[src/rtl/mips_pkg.sv]
// mips_pkg: shared MIPS opcode/funct constants, instruction classes and encode helpers
package mips_pkg;
  localparam logic [5:0] OP_RTYPE = 6'h00;
  localparam logic [5:0] OP_LW    = 6'h23;
  localparam logic [5:0] OP_SW    = 6'h2B;
  localparam logic [5:0] OP_BEQ   = 6'h04;
  localparam logic [5:0] F_ADD = 6'h20;
  localparam logic [5:0] F_SUB = 6'h22;
  localparam logic [5:0] F_AND = 6'h24;
  localparam logic [5:0] F_OR  = 6'h25;
  localparam logic [5:0] F_SLT = 6'h2A;
  typedef enum logic [1:0] {CLS_R, CLS_LW, CLS_SW, CLS_BEQ} instr_class_e;
  function automatic logic funct_legal(logic [5:0] funct);
    return funct inside {F_ADD, F_SUB, F_AND, F_OR, F_SLT};
  endfunction
  function automatic logic [5:0] class_opcode(instr_class_e cls);
    return cls == CLS_R ? OP_RTYPE : cls == CLS_LW ? OP_LW : cls == CLS_SW ? OP_SW : OP_BEQ;
  endfunction
  // I-type words reuse the low 16 bits for the immediate, so rd/shamt/funct are dropped
  function automatic logic [31:0] encode(instr_class_e cls, logic [4:0] rs, logic [4:0] rt,
                                         logic [4:0] rd, logic [4:0] shamt, logic [5:0] funct,
                                         logic [15:0] imm);
    return cls == CLS_R ? {OP_RTYPE, rs, rt, rd, shamt, funct} : {class_opcode(cls), rs, rt, imm};
  endfunction
endpackage

[src/rtl/mips_instr_encoder_if.sv]
// mips_instr_encoder_if: request/stream/status bundle between producer and encoder
interface mips_instr_encoder_if #(parameter int CNT_W = 16);
  logic             in_valid;
  logic             in_ready;
  logic [1:0]       in_class;
  logic [4:0]       in_rs;
  logic [4:0]       in_rt;
  logic [4:0]       in_rd;
  logic [4:0]       in_shamt;
  logic [5:0]       in_funct;
  logic [15:0]      in_imm;
  logic             out_valid;
  logic             out_ready;
  logic [31:0]      out_instr;
  logic             err_pulse;
  logic [CNT_W-1:0] enc_count;
  logic [CNT_W-1:0] drop_count;
  modport master (
    output in_valid, in_class, in_rs, in_rt, in_rd, in_shamt, in_funct, in_imm, out_ready,
    input  in_ready, out_valid, out_instr, err_pulse, enc_count, drop_count
  );
  modport slave (
    input  in_valid, in_class, in_rs, in_rt, in_rd, in_shamt, in_funct, in_imm, out_ready,
    output in_ready, out_valid, out_instr, err_pulse, enc_count, drop_count
  );
endinterface

[src/rtl/mips_instr_fifo.sv]
// mips_instr_fifo: synchronous first-word-fall-through FIFO
module mips_instr_fifo #(
  parameter int WIDTH = 32,
  parameter int DEPTH = 4
) (
  input  logic                     clk,
  input  logic                     rst_n,
  input  logic                     push,
  input  logic                     pop,
  input  logic [WIDTH-1:0]         din,
  output logic [WIDTH-1:0]         dout,
  output logic                     full,
  output logic                     empty,
  output logic [$clog2(DEPTH):0]   count
);
  localparam int AW = $clog2(DEPTH);
  logic [WIDTH-1:0] mem [DEPTH];
  logic [AW-1:0]    wr_ptr;
  logic [AW-1:0]    rd_ptr;
  logic             do_push;
  logic             do_pop;
  assign full    = count == (AW+1)'(DEPTH);
  assign empty   = count == '0;
  assign do_push = push && !full;
  assign do_pop  = pop && !empty;
  assign dout    = mem[rd_ptr];
  // storage and pointers; power-of-two depth lets pointers wrap naturally
  always_ff @(posedge clk) begin
    if (!rst_n) begin
      wr_ptr <= '0;
      rd_ptr <= '0;
      count  <= '0;
      for (int i = 0; i < DEPTH; i++) mem[i] <= '0;
    end else begin
      if (do_push) mem[wr_ptr] <= din;
      wr_ptr <= do_push ? wr_ptr + 1'b1 : wr_ptr;
      rd_ptr <= do_pop ? rd_ptr + 1'b1 : rd_ptr;
      count  <= (do_push && !do_pop) ? count + 1'b1 : (do_pop && !do_push) ? count - 1'b1 : count;
    end
  end
endmodule

[src/rtl/mips_instr_encoder.sv]
// mips_instr_encoder: assembles MIPS words from field descriptions and streams them through a FIFO
module mips_instr_encoder
  import mips_pkg::*;
#(
  parameter int DEPTH = 4,
  parameter int CNT_W = 16
) (
  input logic clk,
  input logic rst_n,
  mips_instr_encoder_if.slave bus
);
  instr_class_e            cls;
  logic                    legal;
  logic                    accept;
  logic                    push;
  logic                    pop;
  logic                    full;
  logic                    empty;
  logic [31:0]             word;
  logic [$clog2(DEPTH):0]  count;
  // decode the request class and build the candidate word
  always_comb begin
    cls   = instr_class_e'(bus.in_class);
    legal = cls != CLS_R || funct_legal(bus.in_funct);
    word  = encode(cls, bus.in_rs, bus.in_rt, bus.in_rd, bus.in_shamt, bus.in_funct, bus.in_imm);
  end
  assign bus.in_ready  = rst_n && !full;
  assign bus.out_valid = count != '0;
  assign accept        = bus.in_valid && bus.in_ready;
  assign push          = accept && legal;
  assign pop           = bus.out_ready && !empty;
  mips_instr_fifo #(.WIDTH(32), .DEPTH(DEPTH)) u_fifo (
    .clk   (clk),
    .rst_n (rst_n),
    .push  (push),
    .pop   (pop),
    .din   (word),
    .dout  (bus.out_instr),
    .full  (full),
    .empty (empty),
    .count (count)
  );
  // drop pulse and saturating accept/drop counters
  always_ff @(posedge clk) begin
    if (!rst_n) begin
      bus.err_pulse  <= 1'b0;
      bus.enc_count  <= '0;
      bus.drop_count <= '0;
    end else begin
      bus.err_pulse  <= accept && !legal;
      bus.enc_count  <= (push && !(&bus.enc_count)) ? bus.enc_count + 1'b1 : bus.enc_count;
      bus.drop_count <= (accept && !legal && !(&bus.drop_count)) ? bus.drop_count + 1'b1 : bus.drop_count;
    end
  end
endmodule

[src/flat_wrapper.sv]
// flat-port wrapper written by rule: the top's interface ports become plain ports
module mips_instr_encoder_flat import mips_pkg::*;
#(
  parameter int DEPTH = 4,
  parameter int CNT_W = 16
)
  (clk, rst_n, bus_in_valid, bus_in_class, bus_in_rs, bus_in_rt, bus_in_rd, bus_in_shamt, bus_in_funct, bus_in_imm, bus_out_ready, bus_in_ready, bus_out_valid, bus_out_instr, bus_err_pulse, bus_enc_count, bus_drop_count);
  mips_instr_encoder_if #(.CNT_W(CNT_W)) bus_i ();
  input logic clk;
  input logic rst_n;
  input wire logic [$bits(bus_i.in_valid)-1:0] bus_in_valid;
  input wire logic [$bits(bus_i.in_class)-1:0] bus_in_class;
  input wire logic [$bits(bus_i.in_rs)-1:0] bus_in_rs;
  input wire logic [$bits(bus_i.in_rt)-1:0] bus_in_rt;
  input wire logic [$bits(bus_i.in_rd)-1:0] bus_in_rd;
  input wire logic [$bits(bus_i.in_shamt)-1:0] bus_in_shamt;
  input wire logic [$bits(bus_i.in_funct)-1:0] bus_in_funct;
  input wire logic [$bits(bus_i.in_imm)-1:0] bus_in_imm;
  input wire logic [$bits(bus_i.out_ready)-1:0] bus_out_ready;
  output wire logic [$bits(bus_i.in_ready)-1:0] bus_in_ready;
  output wire logic [$bits(bus_i.out_valid)-1:0] bus_out_valid;
  output wire logic [$bits(bus_i.out_instr)-1:0] bus_out_instr;
  output wire logic [$bits(bus_i.err_pulse)-1:0] bus_err_pulse;
  output wire logic [$bits(bus_i.enc_count)-1:0] bus_enc_count;
  output wire logic [$bits(bus_i.drop_count)-1:0] bus_drop_count;
  assign bus_i.in_valid = bus_in_valid;
  assign bus_i.in_class = bus_in_class;
  assign bus_i.in_rs = bus_in_rs;
  assign bus_i.in_rt = bus_in_rt;
  assign bus_i.in_rd = bus_in_rd;
  assign bus_i.in_shamt = bus_in_shamt;
  assign bus_i.in_funct = bus_in_funct;
  assign bus_i.in_imm = bus_in_imm;
  assign bus_i.out_ready = bus_out_ready;
  assign bus_in_ready = bus_i.in_ready;
  assign bus_out_valid = bus_i.out_valid;
  assign bus_out_instr = bus_i.out_instr;
  assign bus_err_pulse = bus_i.err_pulse;
  assign bus_enc_count = bus_i.enc_count;
  assign bus_drop_count = bus_i.drop_count;
  mips_instr_encoder #(.DEPTH(DEPTH), .CNT_W(CNT_W)) u_core (.clk(clk), .rst_n(rst_n), .bus(bus_i));
endmodule
[config.mk]
export PLATFORM = sky130hd
export DESIGN_NAME = mips_instr_encoder_flat
export DESIGN_NICKNAME = d
export VERILOG_FILES = /design/src/rtl/mips_pkg.sv /design/src/rtl/mips_instr_encoder_if.sv /design/src/rtl/mips_instr_fifo.sv /design/src/rtl/mips_instr_encoder.sv /design/src/flat_wrapper.sv
export SDC_FILE = /design/constraint.sdc
export NUM_CORES = 1
export LEC_CHECK = 0
export ABC_AREA = 1
export CELL_PAD_IN_SITES_DETAIL_PLACEMENT = 1
export CELL_PAD_IN_SITES_GLOBAL_PLACEMENT = 2
export CORE_UTILIZATION = 33
export DETAILED_ROUTE_END_ITERATION = 6
export PLACE_DENSITY = 0.8
export SLEW_MARGIN = 20
export SYNTH_ARGS = -nofsm -noshare
export SYNTH_HDL_FRONTEND = slang
export SYNTH_SLANG_ARGS = --single-unit
[constraint.sdc]
create_clock -name clk -period 3.5 [get_ports clk]
set_clock_uncertainty 0.1 [all_clocks]
set_input_delay 0.7 -clock clk [delete_from_list [all_inputs] [get_ports clk]]
set_output_delay 0.7 -clock clk [all_outputs]
set_load 0.02 [all_outputs]
==> results.md, run 1 <==
- GRT Residual Overflow: 0
- Chip Height: 153.6 um
- H-tree depth: 4
- Final total power: 5.542 mW
- Async S/R FF share, synth: 0%
- Placer Congestion: 0.7526
- Number of hold buffers added after CTS: 0
- RSZ-0062 raised after global routing: false
- Sw Share: 31.26%
- Status: finished clean
- Setup violators final: 0
- Commonest cells post-synth: 209 x nor2_1, 128 x nand2_1, 116 x edfxtp_1, 74 x o21ai_0, 53 x inv_1
- Die area: 23600 um2
- Global-route wire length before repair: 33040 um
- Std cell rows: 55
- Crit. End Element: output pin
- Sequential share of power: 40.2%
- Count leader, synth: nor2_1
- Synthesized area per cell: 9.118 um2
- Synthesized Nets: 887
- Power Internal: 3.809 mW
- Hold_sp: u_core.u_fifo.rd_ptr[1]
- Hold Path Cell Cnt: 2
- Max-cap violations: 0
- Num CTS Buffers: 17
- Clock Tree Root: clkbuf_16
- Max VDD drop: 0.0003614 V
- Chip width: 153.6 um
- Synth Instances: 832
- Clock Latency Late Sink: 420 ps
- Post-synth EDFFs: 116
- Slew Viols, Final: 0
- Worst setup SP type: flop
- Clk network pwr share: 33.4%
- Crit Path Max Fanout: 58
- Nets@finish: 995
- Number of cells on the worst reg-to-reg path: 13
- Worst EP required: 2700 ps
- M1 GR Usage: 22.29%
- Synth area leaders: edfxtp_1 46%, dfxtp_1 11%, nor2_1 10%
- Met3 usage: 4.312%
- Total GRT Usage: 18.08%
- Area fraction of the dominant cell type after synthesis: 45.92%
- Tmin final: 3296 ps
- Core ar.: 22570 um2
- Worst r2r src: u_core.u_fifo.count[0]
- I/O pin cnt: 115
- Setup Buffers After CTS: 0
- Area grow syn2layout: 26.83%
- Psw: 1.732 mW
- Drt total wl: 20800 um
- WS Path Type: flop to output pin
- Worst Max-Slew Pin Slew: 613.1 ps
- Tcrit/Tclk final: 94.16%
- Synth Cell Area: 7586 um2
- DRT iter0 DRCs: 251
- TritonCTS clock tree: built
- Post-CTS resize count: 0
- Antenna violations before repair: 0
- GR peak layer: met2
- Tightest Hold Check Type: flop to flop
- Fillers: 2605
- Synth cell types: 38
- # diodes: 0
- Pleak: 3.563 nW
- IO buf count: 113
- CP Data Arrival Time: 2500 ps
- Vias in the first global route: 6262
- Synth warnings: 0
- Post-DR vias/cell: 4.920
- #FFs+latches synth: 158
- DRT Pass-1 Iters: 4
- Starting Density: 33.61%
- Relative max-transition margin: 58.76%
- R2R Path End: u_core.u_fifo.count[2]
- Total negative slack: 0 ps
- P per Cell Area: 576.0 nW/um2
- Met2 usage in global routing: 32.14%
- Via count: 6091
- CTS Buffer Depth: 2
- Register area share after synthesis: 57.00%
- Layout cells sized above 1: 9.234%
- Worst reg-to-reg setup slack: 1210 ps
- DRT antenna net count: 0
- Avg WL per Cell: 16.80 um
- Final Hold Fails: 0
- Logic gate share of total power: 26.3%
- Clk slew on worst S/H paths: 60 ps
- Top FF cell, synth: edfxtp_1
- DRC Markers: 0
- Sink Count: 158
- Leading area contributor after synthesis: edfxtp_1
- Largest net degree at the start of global routing: 59
- Fmax achieved: 303.4 MHz
- DP Wirelength: 13400 um
[cell usage in the layout, fill, tap and decap left out, drive strengths merged]
cell type	count
o21a	1
a21oi	39
nand2	141
nand3b	1
bufinv	2
xnor2	11
a21boi	1
nor2	216
mux2i	11
ha	6
inv	60
fa	1
nand3	25
buf	19
o22ai	29
nand4	6
o21ai	74
clkbuf	18
dfxtp	42
conb	1
xor2	7
clkinv	5
clkinvlp	3
edfxtp	116
and2	2
clkdlybuf4s50	113
nor3	3
[registers in the layout, indices dropped and copies added (netlist names), named ones only]
| register | flops |
|---|---|
| u_core.bus.drop_count | 16 |
| u_core.bus.enc_count | 16 |
| u_core.bus.err_pulse | 1 |
| u_core.u_fifo.count | 3 |
| u_core.u_fifo.mem | 116 |
| u_core.u_fifo.rd_ptr | 2 |
| u_core.u_fifo.wr_ptr | 2 |
[worst max path at each step]
| stage | startpoint | to | slack, ps | cells after the start |
|---|---|---|---|---|
| floorplan | bus_in_class[0] | u_core.u_fifo.mem[3][0] | 720 | 7 |
| global placement | bus_in_class[0] | u_core.u_fifo.count[2] | 380 | 13 |
| detailed placement | bus_in_class[0] | u_core.u_fifo.count[2] | 340 | 13 |
| CTS | flop | bus_out_instr[9] | 70 | 5 |
| global route | flop | bus_out_instr[31] | 80 | 4 |
| finish | flop | bus_out_instr[4] | 200 | 4 |
[power by group through the flow]
| stage | Sequential (mW) | Clock [mW] | Combinational [mW] |
|---|---|---|---|
| CTS | 2.23 | 1.90 | 1.49 |
| global placement | 2.26 | 0 | 1.46 |
| floorplan | 2.26 | 0 | 0.836 |
| detailed placement | 2.27 | 0 | 1.48 |
| global route | 2.24 | 1.97 | 1.59 |
| finish | 2.23 | 1.85 | 1.46 |
[through the flow]
step                      hold slack, ps  instance area, um2  std cells  setup WS [ps]  utilization [%]
after global placement             352.3                9031       1206          381.7            40.01
after CTS                          375.7                9618       1238          71.58            42.61
after floorplan                    335.7                7586        832          723.8                -
after global routing               408.4                9622       1238          77.14            42.63
after detailed placement           364.1                9031       1206          343.2            40.01
final                              367.9                9622       1238          204.3            42.63
[cells by family (layout without fill, tap and decap cells)]
logic type,after synthesis,count (layout),share of synthesized area [%]
AND/OR/NAND/NOR,394,394,21.84
flip-flops,158,158,57.00
other,1,1,0.04943
adder cells (fa/ha/maj),7,7,1.253
XOR/XNOR,18,18,2.078
AO/OA/AOI/OAI,144,144,10.59
buffers and inverters,99,220,5.740
multiplexers,11,11,1.451
[layout make-up]
cell class              instances  area (um2)  share of cell area [%]
inverters                      56       215.2                   2.237
clock inverters                14       157.7                   1.638
flip-flops and latches        158        4325                   44.95
repair buffers                132        1311                   13.63
well taps                     285       356.6                   3.706
multi-input cells             575        2826                   29.38
clock buffers                  18       429.2                   4.460
[critical path, cell delays in order, from the launching register on]
cell	delay, ps
dfxtp_2	350
buf_4	500
o21ai_0	190
o22ai_1	340
clkdlybuf4s50_1	670
[per-layer routing]
layer | routed length (um) | part of all wire [%]
met1 | 9376 | 45
met2 | 10490 | 50
met3 | 857 | 4.1
met4 | 80 | 0.38
met5 | 0 | 0
No activity file was read; power rests on OpenSTA's default activity.
==> run 2: changes to the inputs <==
--- a/config.mk
+++ b/config.mk
@@ -8,6 +8,7 @@
 export ABC_AREA = 1
 export CELL_PAD_IN_SITES_DETAIL_PLACEMENT = 1
 export CELL_PAD_IN_SITES_GLOBAL_PLACEMENT = 2
+export CORE_ASPECT_RATIO = 0.7
 export CORE_UTILIZATION = 33
 export DETAILED_ROUTE_END_ITERATION = 6
 export PLACE_DENSITY = 0.8
==> results.md, run 2 (synthesized netlist as in run 1, its figures left out) <==
- Status: finished clean
- DRT antenna net count: 0
- Max reg flops: 116
- CP max stage cell: clkdlybuf4s50_1
- Relative max-transition margin: 53.82%
- Commonest non-fill, non-tap cell in the layout: nor2_1
- I/O pin cnt: 115
- Clk network pwr share: 33.8%
- Worst Max-Slew Pin Slew: 685.5 ps
- Max-cap violations: 0
- Sink Count: 158
- Drt total wl: 21600 um
- Biggest register: u_core.u_fifo.mem
- Num CTS Buffers: 17
- Register area: 4325 um2
- Clock Latency Late Sink: 430 ps
- Logic gate share of total power: 26.4%
- DRC Markers: 0
- DRT iter0 DRCs: 406
- Core ar.: 22620 um2
- Post-CTS resize count: 0
- Total negative slack: 0 ps
- Max VDD drop: 0.0003256 V
- Nets@finish: 1000
- Starting Density: 33.54%
- Psw: 1.835 mW
- GRT Residual Overflow: 0
- Post-DR vias/cell: 4.730
- Pleak: 3.577 nW
- Chip width: 183.2 um
- Tmin final: 3122 ps
- Std cell rows: 46
- Setup Buffers After CTS: 0
- Util after Layout: 42.71%
- Total GRT Usage: 19.16%
- TritonCTS clock tree: built
- Hold Worst Slack: 373.8 ps
- Area grow syn2layout: 27.36%
- IO buf count: 113
- Hold_sp: u_core.u_fifo.rd_ptr[1]
- H-tree depth: 4
- P per Cell Area: 579.2 nW/um2
- Number of hold buffers added after CTS: 0
- Via count: 6017
- CP Data Arrival Time: 2320 ps
- Slew Viols, Final: 0
- Multi-input logic area: 2826 um2
- Worst EP required: 2700 ps
- Final Hold Fails: 0
- Worst r2r src: u_core.u_fifo.count[0]
- Antenna violations before repair: 2
- Sw Share: 32.78%
- DRT Pass-1 Iters: 5
- Power Internal: 3.762 mW
- Tightest Hold Check Type: flop to flop
- Clk slew on worst S/H paths: 70 ps
- RSZ-0062 raised after global routing: false
- Layout cells sized above 1: 9.916%
- Worst reg-to-reg setup slack: 1210 ps
- Sequential share of power: 39.9%
- Finished Cell Area: 9662 um2
- Worst setup SP type: flop
- Crit. End Element: output pin
- DP Wirelength: 14530 um
- WS Path Type: flop to output pin
- Worst-path cell chain: inv_1, buf_4, o21ai_0, o22ai_1, clkdlybuf4s50_1
- Slowest stage delay, CP: 670 ps
- Area after DPL: 9065 um2
- Fmax achieved: 320.3 MHz
- Largest net degree at the start of global routing: 37
- Die area: 23610 um2
- Fillers: 2598
- Global-route wire length before repair: 34390 um
- Crit Path Max Fanout: 36
- Chip Height: 128.9 um
- Tcrit/Tclk final: 89.21%
- Setup violators final: 0
- Placer Congestion: 0.8032
- Most frequent cells in the layout: 209 x nor2_1, 128 x nand2_1, 116 x edfxtp_1
- Leading registers by flop count: u_core.u_fifo.mem (116), u_core.bus.drop_count (16), u_core.bus.enc_count (16)
- Clock Tree Root: clkbuf_16
- Avg WL per Cell: 16.98 um
- CTS Buffer Depth: 2
- Vias in the first global route: 6036
-- run 2: cell count changes in the layout (fill, tap and decap cells not counted), sizes merged --
cell / delta
diode: +2
clkbuf: -1
bufinv: -1
inv: +5
clkinv: -3
buf: +5
-- run 2: cell type report --
type	count	share of cell area, %
sequential	158	44.77
multi-input combinational	575	29.25
timing repair buffer	137	13.57
clock buffer	17	4.403
tap	312	4.040
inverter	56	2.189
clock inverter	15	1.722
antenna	2	0.05180
-- run 2: critical path: cells and delay by family (launching register included) --
family / cells / cell delay, ps
flops: 1 / 330
buf+inv: 3 / 1080
compound gates: 2 / 460
-- run 2: metrics by stage --
stage / total power [mW] / cells / worst slack (ps)
5_1_grt: 5.859 / 1270 / 241.6
3_3_place_gp: 3.744 / 1238 / 413.9
6_report: 5.596 / 1272 / 377.7
2_1_floorplan: 3.094 / 832 / 723.8
3_5_place_dp: 3.766 / 1238 / 344.1
4_1_cts: 5.657 / 1270 / 352.8
-- run 2: path summary, 6_finish.rpt --
path / endpoint / depth (start not counted)
min reg2reg: u_core.u_fifo.rd_ptr[1] / 2
min: u_core.u_fifo.rd_ptr[1] / 2
max: bus_out_instr[5] / 5
max reg2reg: u_core.u_fifo.mem[3][5] / 9
-- run 2: power by group through the flow --
stage | Sequential [mW] | Combinational [mW] | Clock, mW
after detailed placement | 2.27 | 1.49 | 0
after global routing | 2.25 | 1.61 | 2.00
final | 2.23 | 1.48 | 1.89
after global placement | 2.27 | 1.48 | 0
after CTS | 2.23 | 1.50 | 1.93
after floorplan | 2.26 | 0.836 | 0
-- run 2: metal layers --
layer / part of all wire, % / global-route usage [%]
met3: 4.6 / 4.387
met1: 51 / 27.60
met4: 0.35 / 4.412
met5: 0 / 0
met2: 44 / 29.19
==> run 3: changes to the inputs <==
--- a/config.mk
+++ b/config.mk
@@ -9,6 +9,7 @@
 export CELL_PAD_IN_SITES_DETAIL_PLACEMENT = 1
 export CELL_PAD_IN_SITES_GLOBAL_PLACEMENT = 2
 export CORE_ASPECT_RATIO = 0.7
+export CORE_MARGIN = 5
 export CORE_UTILIZATION = 33
 export DETAILED_ROUTE_END_ITERATION = 6
 export PLACE_DENSITY = 0.8
==> results.md, run 3 (synthesized netlist as in run 1, its figures left out) <==
- Avg WL per Cell: 17.31 um
- Pleak: 3.604 nW
- P per Cell Area: 583.5 nW/um2
- Vias in the first global route: 6203
- Setup violators final: 0
- I/O pin cnt: 115
- Die area: 26170 um2
- CTS Buffer Depth: 2
- Multi-input logic area: 2826 um2
- Final total power: 5.660 mW
- Commonest non-fill, non-tap cell in the layout: nor2_1
- Max reg flops: 116
- Crit. End Element: output pin
- Antenna violations before repair: 1
- Register area: 4325 um2
- GRT Residual Overflow: 0
- # diodes: 0
- Area grow syn2layout: 27.86%
- Crit Path Max Fanout: 58
- Chip width: 191.2 um
- Via count: 6096
- Std cell rows: 46
- Post-CTS resize count: 0
- Post-DR vias/cell: 4.800
- Most frequent cells in the layout: 209 x nor2_1, 128 x nand2_1, 116 x edfxtp_1
- Area after DPL: 9090 um2
- Setup Buffers After CTS: 0
- Placer Congestion: 0.7500
- DRT antenna net count: 0
- Tmin final: 3323 ps
- Starting Density: 33.54%
- Num CTS Buffers: 17
- DP Wirelength: 14690 um
- DRT iter0 DRCs: 363
- Fillers: 2600
- Worst EP required: 2700 ps
- Slew Viols, Final: 0
- Max VDD drop: 0.0003750 V
- Max-cap violations: 0
- Clk slew on worst S/H paths: 70 ps
- Drt total wl: 21980 um
- Worst reg-to-reg setup slack: 1210 ps
- Relative max-transition margin: 55.77%
- Clock Latency Late Sink: 430 ps
- RSZ-0062 raised after global routing: false
- Largest net degree at the start of global routing: 59
- Tightest Hold Check Type: flop to flop
- Worst Max-Slew Pin Slew: 656.4 ps
- Number of hold buffers added after CTS: 0
- Final Hold Fails: 0
- Clock Tree Root: clkbuf_16
- Layout cells sized above 1: 10.02%
- Fmax achieved: 301.0 MHz
- IO buf count: 113
- Sink Count: 158
- Total negative slack: 0 ps
- Tcrit/Tclk final: 94.94%
- H-tree depth: 4
- WS Path Type: flop to output pin
- Worst setup SP type: flop
- DRC Markers: 0
- Chip Height: 136.9 um
- Finished Cell Area: 9699 um2
- Leading registers by flop count: u_core.u_fifo.mem (116), u_core.bus.drop_count (16), u_core.bus.enc_count (16)
- Status: finished clean
- Biggest register: u_core.u_fifo.mem
- Total GRT Usage: 17.19%
- Global-route wire length before repair: 34750 um
- TritonCTS clock tree: built
- Nets@finish: 1000
- Core ar.: 22620 um2
- Util after Layout: 42.88%
- DRT Pass-1 Iters: 4
- CP Data Arrival Time: 2520 ps
-- run 3: cell types whose count changed in the layout (fill, tap and decap cells not counted) --
cell,change
clkinvlp_4,-2
diode_2,-2
buf_4,-2
clkinv_4,+2
inv_6,-3
inv_1,-1
buf_12,+2
inv_8,+4
-- run 3: per-stage QoR --
step	std cells	hold WS (ps)	worst slack, ps
finish	1270	364.5	177.2
global route	1270	416.5	26.75
CTS	1270	368.6	88.19
detailed placement	1238	361.9	357.5
global placement	1238	358.9	418.4
floorplan	832	335.7	723.8
-- run 3: path summary, 6_finish.rpt --
check,from,endpoint,cells past startpoint
worst min-delay path,u_core.u_fifo.rd_ptr[1],flop,2
worst min register to register,u_core.u_fifo.rd_ptr[1],flop,2
worst max register to register,u_core.u_fifo.count[0],u_core.u_fifo.count[2],13
worst max-delay path,flop,bus_out_instr[17],4
-- run 3: per-layer routing --
layer  vias up  wire [um]  track usage, %
met3        15        869           4.003
met4         2        181           3.828
li1       2994          -               -
met2        97      10040           27.19
met5         -         10               0
met1      2988      10880           24.18
-- run 3: power breakdown --
part / internal (mW) / switching [mW] / total [mW]
Combinational: 0.588 / 0.919 / 1.51
Sequential: 2.17 / 0.0590 / 2.23
Clock: 1.03 / 0.891 / 1.92
Total: 3.79 / 1.87 / 5.66
-- run 3: area by class of cell --
| type | count | area share, % |
|---|---|---|
| clock buffer | 17 | 4.386 |
| clock inverter | 15 | 1.858 |
| inverter | 56 | 2.219 |
| multi-input combinational | 575 | 29.14 |
| sequential | 158 | 44.59 |
| tap | 312 | 4.025 |
| timing repair buffer | 137 | 13.78 |
-- run 3: critical path: stages, from the launching register on --
cell and delay (ps):
dfxtp_2 360, buf_4 500, o21ai_0 240, o22ai_1 310, clkdlybuf4s50_1 660
